### config.mk
export PLATFORM = sky130hd
export DESIGN_NAME = decode_issue
export DESIGN_NICKNAME = d
export VERILOG_FILES = /design/src/rtl/proc_pkg.sv /design/src/rtl/proc_regfile.sv /design/src/rtl/decode_issue.sv
export SDC_FILE = /design/constraint.sdc
export NUM_CORES = 2
export LEC_CHECK = 0
export ABC_AREA = 0
export CORE_MARGIN = 2
export CORE_UTILIZATION = 50
export DETAILED_ROUTE_END_ITERATION = 10
export DONT_BUFFER_PORTS = 1
export GPL_TIMING_DRIVEN = 1
export PLACE_DENSITY = 0.67
export SLEW_MARGIN = 0
export SYNTH_ARGS = -nofsm -noshare
export SYNTH_HDL_FRONTEND = slang
export SYNTH_HIERARCHICAL = 1
export SYNTH_SLANG_ARGS = --single-unit
### constraint.sdc
create_clock -name clkout -period 20.6 [get_ports clkout]
set_clock_uncertainty 0.05 [all_clocks]
set_input_delay 4.12 -clock clkout [delete_from_list [all_inputs] [get_ports clkout]]
set_output_delay 4.12 -clock clkout [all_outputs]
set_load 0.01 [all_outputs]
### src/rtl/proc_pkg.sv
// Shared definitions between decode/issue and the ALU: opcodes, flag bit
// positions, instruction field layout and opcode classification helpers.
package proc_pkg;

   localparam logic [7:0] OP_ADD     = 8'd1;
   localparam logic [7:0] OP_ADI     = 8'd2;
   localparam logic [7:0] OP_XOR     = 8'd9;
   localparam logic [7:0] OP_WR_HI   = 8'd31;
   localparam logic [7:0] OP_POP     = 8'd32;
   localparam logic [7:0] OP_STS     = 8'd35;
   localparam logic [7:0] OP_JCP     = 8'd36;
   localparam logic [7:0] OP_COND_HI = 8'd41;
   localparam logic [7:0] OP_NOP     = 8'd53;

   localparam int FLAG_Z = 4;
   localparam int FLAG_C = 3;
   localparam int FLAG_S = 2;
   localparam int FLAG_P = 1;
   localparam int FLAG_V = 0;

   typedef struct packed {
      logic [7:0]  op;
      logic [3:0]  rd;
      logic [3:0]  rs1;
      logic [3:0]  rs2;   // doubles as the condition code for conditional ops
      logic [11:0] imm;
   } inst_t;

   function automatic logic is_reg_form(input logic [7:0] op);
      case (op)
         8'd1, 8'd3, 8'd5, 8'd8, 8'd9, 8'd11, 8'd13, 8'd15: return 1'b1;
         default:                                           return 1'b0;
      endcase
   endfunction

   function automatic logic is_writer(input logic [7:0] op);
      return ((op >= OP_ADD) && (op <= OP_WR_HI)) || (op == OP_POP) || (op == OP_STS);
   endfunction

   function automatic logic is_cond(input logic [7:0] op);
      return (op >= OP_JCP) && (op <= OP_COND_HI);
   endfunction

   function automatic logic is_legal(input logic [7:0] op);
      return (op != 8'd0) && (op <= OP_NOP);
   endfunction

   // Selectors above the V..Z range mean "always"; cond[3] inverts.
   function automatic logic eval_cond(input logic [3:0] cond, input logic [4:0] flags);
      logic t;
      if (cond[2:0] > 3'd4) t = 1'b1;
      else                  t = flags[cond[2:0]];
      return t ^ cond[3];
   endfunction

endpackage

### src/rtl/proc_regfile.sv
// Register file with two asynchronous read ports and one write port; a write
// in the same cycle as a read of the same index is forwarded to the reader.
module proc_regfile #(
   parameter int DATA_W = 32,
   parameter int NREG   = 16,
   parameter int IDX_W  = $clog2(NREG)
) (
   input  logic              clk,
   input  logic              rst,
   input  logic [IDX_W-1:0]  ra,
   input  logic [IDX_W-1:0]  rb,
   output logic [DATA_W-1:0] da,
   output logic [DATA_W-1:0] db,
   input  logic              we,
   input  logic [IDX_W-1:0]  wa,
   input  logic [DATA_W-1:0] wd
);

   logic [DATA_W-1:0] mem [NREG];

   always_ff @(posedge clk or posedge rst) begin
      if (rst) begin
         for (int i = 0; i < NREG; i++) mem[i] <= '0;
      end else if (we) begin
         mem[wa] <= wd;
      end
   end

   assign da = (we && (wa == ra)) ? wd : mem[ra];
   assign db = (we && (wa == rb)) ? wd : mem[rb];

endmodule

### src/rtl/decode_issue.sv
// Two-stage decode/issue front end for the ALU: a decode register that waits
// out scoreboard hazards, and an issue register that drives the ALU ports.
module decode_issue
   import proc_pkg::*;
#(
   parameter int DATA_W = 32,
   parameter int NREG   = 16,
   parameter int IMM_W  = 12
) (
   input  logic              clkout,
   input  logic              rst,
   input  logic              inst_valid,
   output logic              inst_ready,
   input  logic [31:0]       inst,
   input  logic [4:0]        flags_in,
   output logic              issue_valid,
   input  logic              issue_ready,
   output logic [7:0]        opcode,
   output logic [DATA_W-1:0] A,
   output logic [DATA_W-1:0] B,
   output logic [DATA_W-1:0] val,
   output logic              cin,
   output logic              fl,
   output logic [3:0]        issue_rd,
   input  logic              wb_valid,
   input  logic [3:0]        wb_rd,
   input  logic [DATA_W-1:0] wb_data,
   output logic [7:0]        illegal_cnt
);

   function automatic logic [7:0] sat_inc(input logic [7:0] c);
      return (c == 8'hFF) ? c : c + 8'd1;
   endfunction

   function automatic logic [DATA_W-1:0] sext_imm(input logic [IMM_W-1:0] imm);
      return {{(DATA_W-IMM_W){imm[IMM_W-1]}}, imm};
   endfunction

   logic              vld_p0;
   inst_t             inst_p0;
   logic              vld_p1;
   logic [NREG-1:0]   sb;
   logic [NREG-1:0]   wb_clr;
   logic [NREG-1:0]   sb_eff;
   logic [NREG-1:0]   sb_set;
   logic [DATA_W-1:0] rd_a;
   logic [DATA_W-1:0] rd_b;
   logic              hazard;
   logic              move;

   // A returning writeback releases its dependents in the same cycle.
   assign wb_clr = wb_valid ? (NREG'(1) << wb_rd) : '0;
   assign sb_eff = sb & ~wb_clr;
   assign hazard = sb_eff[inst_p0.rs1] | (is_reg_form(inst_p0.op) & sb_eff[inst_p0.rs2]);
   assign move   = vld_p0 & (~vld_p1 | issue_ready) & ~hazard;
   assign sb_set = (move && is_writer(inst_p0.op)) ? (NREG'(1) << inst_p0.rd) : '0;

   assign inst_ready  = ~rst & (~vld_p0 | move);
   assign issue_valid = vld_p1;

   proc_regfile #(.DATA_W(DATA_W), .NREG(NREG)) u_regfile (
      .clk (clkout),
      .rst (rst),
      .ra  (inst_p0.rs1),
      .rb  (inst_p0.rs2),
      .da  (rd_a),
      .db  (rd_b),
      .we  (wb_valid),
      .wa  (wb_rd),
      .wd  (wb_data)
   );

   // Stage D: decode register
   always_ff @(posedge clkout or posedge rst) begin
      if (rst)             vld_p0 <= 1'b0;
      else if (inst_ready) vld_p0 <= inst_valid;
   end

   always_ff @(posedge clkout) begin
      if (inst_valid && inst_ready) inst_p0 <= inst;
   end

   // Scoreboard: a new pending write wins over a same-cycle writeback clear.
   always_ff @(posedge clkout or posedge rst) begin
      if (rst) sb <= '0;
      else     sb <= sb_eff | sb_set;
   end

   // Stage I: issue register feeding the ALU
   always_ff @(posedge clkout or posedge rst) begin
      if (rst) begin
         vld_p1      <= 1'b0;
         opcode      <= OP_NOP;
         A           <= '0;
         B           <= '0;
         val         <= '0;
         cin         <= 1'b0;
         fl          <= 1'b0;
         issue_rd    <= '0;
         illegal_cnt <= '0;
      end else if (move) begin
         vld_p1   <= 1'b1;
         opcode   <= is_legal(inst_p0.op) ? inst_p0.op : OP_NOP;
         A        <= rd_a;
         B        <= rd_b;
         val      <= sext_imm(inst_p0.imm);
         cin      <= flags_in[FLAG_C];
         fl       <= is_cond(inst_p0.op) ? eval_cond(inst_p0.rs2, flags_in) : 1'b0;
         issue_rd <= inst_p0.rd;
         if (!is_legal(inst_p0.op)) illegal_cnt <= sat_inc(illegal_cnt);
      end else if (issue_ready) begin
         vld_p1 <= 1'b0;
      end
   end

endmodule
# Word-level counts from Yosys, hierarchy flattened
# Memory sizes are Yosys's and may differ from the RTL's. A register that Yosys moved wholly into a read port is not among the register bits.
# Index checks and enable logic that the tools add are counted.
[op_classes]
addsub = 1
order_cmp = 13
n_eq_ne = 5
n_shift = 2
muxes = 27
bitwise_logic = 20
n_reduce_logical = 14
[ops]
columns = ["cell", "n"]
rows = [
  ["bitwise mux 512 bit", 1],
  ["binary-select mux 32 bit (select 4 bit)", 2],
  ["two-way mux 32 bit", 7],
  ["demux 32 bit (select 4 bit)", 1],
  ["two-way mux 16 bit", 2],
  ["left shift 1 x 4 -> 16 bit, first input constant", 2],
  ["AND 16 bit", 1],
  ["== test 8 x 6 -> 1 bit, second input constant", 2],
  ["less-or-equal comparator 8 x 6 -> 1 bit, second input constant", 2],
  ["NOT 16 bit", 1],
  ["bitwise OR 16 bit", 1],
  ["greater-or-equal comparator 5 bit, second input constant", 3],
  ["NOT 4 -> 5 bit", 3],
  ["less-than comparator 4 x 5 -> 1 bit, second input constant", 2],
  ["two-way mux 1 bit", 9],
  ["adder 8 x 1 -> 8 bit, second input constant", 1],
  ["binary-select mux 1 bit (select 4 bit)", 2],
  ["== test 4 bit", 2],
  ["== test 8 bit, second input constant", 1],
  ["greater-or-equal comparator 8 x 1 -> 1 bit, second input constant", 1],
  ["greater-or-equal comparator 8 x 6 -> 1 bit, second input constant", 1],
  ["less-or-equal comparator 8 x 5 -> 1 bit, second input constant", 1],
  ["logical AND 1 bit", 8],
  ["two-way mux 8 bit", 1],
  ["other kinds (14)", 25],
]
[word_totals]
regBits = 660
mem_bits_ro = 16
input_bits = 78
out_inout_bits = 120
wordCells = 115
mem_count = 1
[mem_list]
columns = ["memory", "depth", "word_bits", "rd", "rd_ports_with_merged_regs", "wr", "line_no", "rtl"]
rows = [
  ["(name not given)", 16, 1, 1, 1, 0, "proc_pkg.sv:30", "case (op)"],
]

# Logic depth before layout (Yosys ltp)
[depth]
depth_word = 14
mapped_depth = 11
depth_no_buf = 8

# Hierarchy
# Netlist, hierarchy kept.
[by_module_without_submodules]
columns = ["mod", "n_inst", "cells_per_inst", "area_per_inst_um2", "seq_area_each_um2"]
rows = [
  ["proc_regfile", 1, 1756, 27292.4, 12812.3],
  ["decode_issue", 1, 456, 6217.2, 3888.7],
]

# Worst setup path before layout
# Ideal clock, no wire load.
[synth_path]
kind = "input-to-output"
start = "input port rst"
end = "output port inst_ready"
arrival_ns = 6.896
required_time_ns = 16.430
path_slack_ns = 9.534
cell_stages = 2
path_buffers = 0
cell_sequence = "inv_1 -> o21a_1"
[synth_between]
elab_chain_len = 2
[synth_lines]
columns = ["element", "line_no", "rtl"]
rows = [
  ["from (decl)", "decode_issue.sv:11", "input logic rst,"],
  ["NOT 1 bit", "decode_issue.sv:58", "assign inst_ready = ~rst & (~vld_p0 | move);"],
  ["AND 1 bit", "decode_issue.sv:58", ""],
  ["to (decl)", "decode_issue.sv:13", "output logic inst_ready,"],
]
# Every way passes these cells.

# Worst setup path after layout
[layout_path]
start = "input port wb_rd[0]"
end = "output port inst_ready"
[layout_between]
elab_chain_len = 12
elab_cells_between_ends = 14
classes_between = "1 x shift; 5 x mux; 8 x bitwise"
[layout_lines]
columns = ["element", "line_no", "rtl"]
rows = [
  ["from (decl)", "decode_issue.sv:26", "input logic [3:0] wb_rd,"],
  ["left shift 1 x 4 -> 16 bit *", "decode_issue.sv:52", "assign wb_clr = wb_valid ? (NREG'(1) << wb_rd) : '0;"],
  ["two-way mux 16 bit *", "decode_issue.sv:52", ""],
  ["NOT 16 bit *", "decode_issue.sv:53", "assign sb_eff = sb & ~wb_clr;"],
  ["AND 16 bit *", "decode_issue.sv:53", ""],
  ["binary-select mux 1 bit (select 4 bit)", "decode_issue.sv:54", "assign hazard = sb_eff[inst_p0.rs1] | (is_reg_form(inst_p0.op) & sb_eff[inst_p0.rs2]);"],
  ["two-way mux 1 bit (implied by the code)", "decode_issue.sv:54", ""],
  ["AND 1 bit", "decode_issue.sv:54", ""],
  ["bitwise OR 1 bit *", "decode_issue.sv:54", ""],
  ["NOT 1 bit *", "decode_issue.sv:55", "assign move = vld_p0 & (~vld_p1 | issue_ready) & ~hazard;"],
  ["AND 1 bit *", "decode_issue.sv:55", ""],
  ["bitwise OR 1 bit *", "decode_issue.sv:58", ""],
  ["AND 1 bit *", "decode_issue.sv:58", ""],
]
# Mark *: on every way between the ends. The rest lies on a longest branch, timed or not. The select of a mux whose other input is x is not followed.

==> metrics.md <==
| Metric | Value |
|---|---|
| Run status | `finished clean` |
| Min Clock Period, post-route | `10100 ps` |
| Total routing usage reported by global routing | `25.81%` |
| Wire length of the first global-routing pass | `135700 um` |
| Global placer's final weighted congestion | `0.8892` |
| Final Setup Violations | `0` |
| Power Dens Cells | `113.3 mW/mm2` |
| Die Width | `262.9 um` |
| Top-level port count | `198` |
| Commonest register cell after synthesis | `dfrtp_1` |
| Overflow left after global routing | `0` |
| Die Area | `0.06911 mm2` |
| Clock tree from TritonCTS | `done` |
| Vias per std cell | `6.596` |
| 1st-iter DRT viols | `1603` |
| Cts bufs inserted | `73` |
| Type of the worst setup path | `in -> out` |
| Antenna violations before repair | `0` |
| Portion of total power attributed to sequential cells | `46.9%` |
| Max frequency | `99.02 MHz` |
| Number of flops mapped to enable cells by yosys | `32` |
| Average routed wire per standard cell | `28.98 um` |
| RSZ-0062 raised after global routing | `false` |
| Yosys warning count | `6` |
| Area inside the core boundary | `0.06610 mm2` |
| Buffers added on ports | `0` |
| Synth Register Bits | `661` |
| Via Count | `19992` |
| Maximum resistive drop on vdd | `60.17 uV` |
| Nets in the synthesized netlist | `2291` |
| Part of the power in the clock network | `31.6%` |
| Summed negative setup slack over all endpoints | `0 ps` |
| CP Data Arrival Time | `5930 ps` |
| Async set-or-reset flop fraction in the synthesized netlist | `95.01%` |
| NetSw | `1166 uW` |
| Logic depth of the worst path, buffers included | `7` |
| Synthesized netlist cell count | `2212` |
| Ratio of final minimum period to clock period | `49.03%` |
| Share of post-route cells with drive strength above 1 | `46.65%` |
| Effective utilization at floorplan | `50.70%` |
| Reg2reg path depth | `9` |
| Worst-path fanout max | `13` |
| Final routed wirelength across all metal layers | `87840 um` |
| Antenna diodes | `0` |
| Static leakage | `0.01497 uW` |
| Final net count | `2191` |
| P_int | `2969 uW` |
| Number of buffers inserted by post-CTS setup repair | `0` |
| Instance count along the most critical hold path | `1` |
| Mapped Avg Cell Area | `15.15 um2` |
| Switching power share of the total | `28.20%` |
| Skew-Pair Late Insertion Delay | `610 ps` |
| Buffers & Inverters on Critical Path | `0` |
| Number of antenna-violating nets in the routed design | `0` |
| Post-place instance area | `0.03411 mm2` |
| Slowest cell on the critical path | `or3b_1` |
| Sort of element at the start of the critical path | `primary input` |
| Number of global-route vias before repair | `21263` |
| # H-tree levels | `3` |
| Hold buffer count at cts | `0` |
| Cells along the critical path | `or3b_1 -> o21ai_1 -> mux2i_1 -> o31ai_2 -> o221ai_1 -> nor3_4 -> o21a_1` |
| Maximum clock path buffer count | `3` |
| Number of different library cells in the post-synthesis netlist | `55` |
| Synthesis-to-layout area growth | `8.913%` |
| Number of optimization iterations in the first detailed-route pass | `6` |
| Synthesized area | `0.03351 mm2` |
| Combinational fraction of design power | `21.6%` |
| Data required time at the worst endpoint | `16430 ps` |
| Worst hold-check path type | `reg -> reg` |
| Measured slew at the worst slew-check pin | `1065 ps` |
| Total of cells resized after clock tree synthesis | `0` |
| HPWL after DPL | `47710 um` |
| Sequential cell area fraction in the yosys report | `49.84%` |
| Clock root cell | `clkbuf_16` |
| Critical path endpoint category | `output pin` |
| Endpoints failing hold | `0` |
| Fin area | `0.03650 mm2` |
| CP top delay family | `compound AO/OA/AOI/OAI gates` |
| Clock slew seen by the registers of the worst setup and hold paths | `50 ps` |
| Placement row count | `94` |
| Final number of max-transition violations | `0` |
| Die height | `262.9 um` |
| Clock sinks | `661` |
| DRC viols | `0` |
| Largest net degree at the start of global routing | `138` |
| Relative slew slack | `28.97%` |
| Max-Cap Viols | `0` |
| Highest cell delay on the worst timing path | `480 ps` |
[area by class of cell]
| cell class | count | area, um2 |
|---|---|---|
| clock buffers | 114 | 2198 |
| clock inverters | 16 | 185.2 |
| fillers | 5201 | 29600 |
| inverters | 11 | 53.80 |
| multi-input cells | 1324 | 15920 |
| flip-flops and latches | 661 | 16700 |
| well taps | 864 | 1081 |
| repair buffers | 41 | 357.8 |
[routing by layer]
metal | routed length [um] | global-route usage, % | vias up | part of all wire, %
li1 | - | - | 8290 | -
met5 | 0 | 0 | - | 0
met1 | 36590 | 34.91 | 10847 | 42
met4 | 2646 | 8.772 | 0 | 3.0
met3 | 5413 | 4.460 | 193 | 6.2
met2 | 43190 | 42.54 | 662 | 49
[flip-flops by register name, indices dropped and copies added, names as in the netlist, named ones only]
signal         count
u_regfile/mem    512
A                 32
B                 32
inst_p0           32
sb                16
val               12
illegal_cnt        8
opcode             8
issue_rd           4
cin                1
fl                 1
issue_valid        1
vld_p0             1
[Yosys cell counts, types with 5 or more instances]
cell type    n  area, um2
mux2_1      92       1036
buf_4       30      225.2
mux4_2     259       5833
edfxtp_1    32      960.9
o21ai_0     17      85.08
nand2_1     79      296.5
nor2_1      36      135.1
mux2_2     569       6407
or3_1        5      31.28
buf_2       55      275.3
a21oi_1     11      55.05
mux2i_1      8      80.08
o211ai_1     8      60.06
nand3_1      8      40.04
nand3b_1     5      37.54
o21ai_1     21      105.1
inv_1       11      41.29
xnor2_1      8      70.07
nand2b_1     9      56.30
xor2_1       7      61.31
nor2b_1     11      68.82
dfrtp_1    624      15610
buf_1       13      48.80
clkbuf_1   116      435.4
a22oi_1    126      945.9
[stage by stage]
stage | cells | hold slack (ps) | setup slack [ps] | utilization (%) | total power [uW]
after global routing | 3031 | 437.2 | 10330 | 55.22 | 4341
after detailed placement | 2901 | 398.1 | 10500 | 51.61 | 2858
after CTS | 3031 | 413.5 | 10500 | 55.22 | 4174
final | 3031 | 409.1 | 10500 | 55.22 | 4135
after floorplan | 2212 | 389.0 | 2130 | - | 2655
after global placement | 2901 | 392.1 | 10640 | 51.61 | 2795
[cells by family after synthesis]
family / synth area share (%)
fa+ha+maj: 0.03733
mux: 39.86
compound gates: 4.208
flops: 49.84
buf+inv: 3.129
xor+xnor: 0.3921
simple gates: 2.535
[layout by cell type, fill, tap and decap left out, types with 6 or more instances in the layout]
cell       instances
a21oi_1           11
a22oi_1          126
buf_4             37
clkbuf_1          26
clkbuf_16         79
clkbuf_8           9
clkinv_2           9
dfrtp_1          623
edfxtp_1          32
inv_1              9
mux2_1            92
mux2_2           569
mux2i_1            8
mux4_2           259
nand2_1           78
nand2b_1           7
nand3_1            8
nor2_1            25
nor2_4            11
nor2b_1            6
o211ai_1           8
o21ai_0           17
o21ai_1           21
xnor2_1            8
xor2_1             7
[final timing paths]
kind                       slack (ps)                   from                        endpoint
setup / recovery                10500               wb_rd[0]                      inst_ready
hold / removal                    410   inst_p0[8]$_DFFE_PN_              val[8]$_DFFE_PP0P_
setup reg to reg                16320  inst_p0[17]$_DFFE_PN_      illegal_cnt[1]$_DFFE_PP0P_
hold reg to reg                   410   inst_p0[8]$_DFFE_PN_              val[8]$_DFFE_PP0P_
max in group asynchronous       14400                    rst  u_regfile/mem[361]$_DFFE_PP0P_
min in group asynchronous        3430                    rst                  fl$_DFFE_PP0P_
[power by group through the flow]
stage,Sequential [uW],Clock (uW),Combinational [uW]
after floorplan,1860,0,797
after global placement,1930,0,870
after detailed placement,1960,0,898
after CTS,1940,1340,902
after global routing,1980,1390,965
final,1940,1310,892
Power figures use the tool's default switching activity.
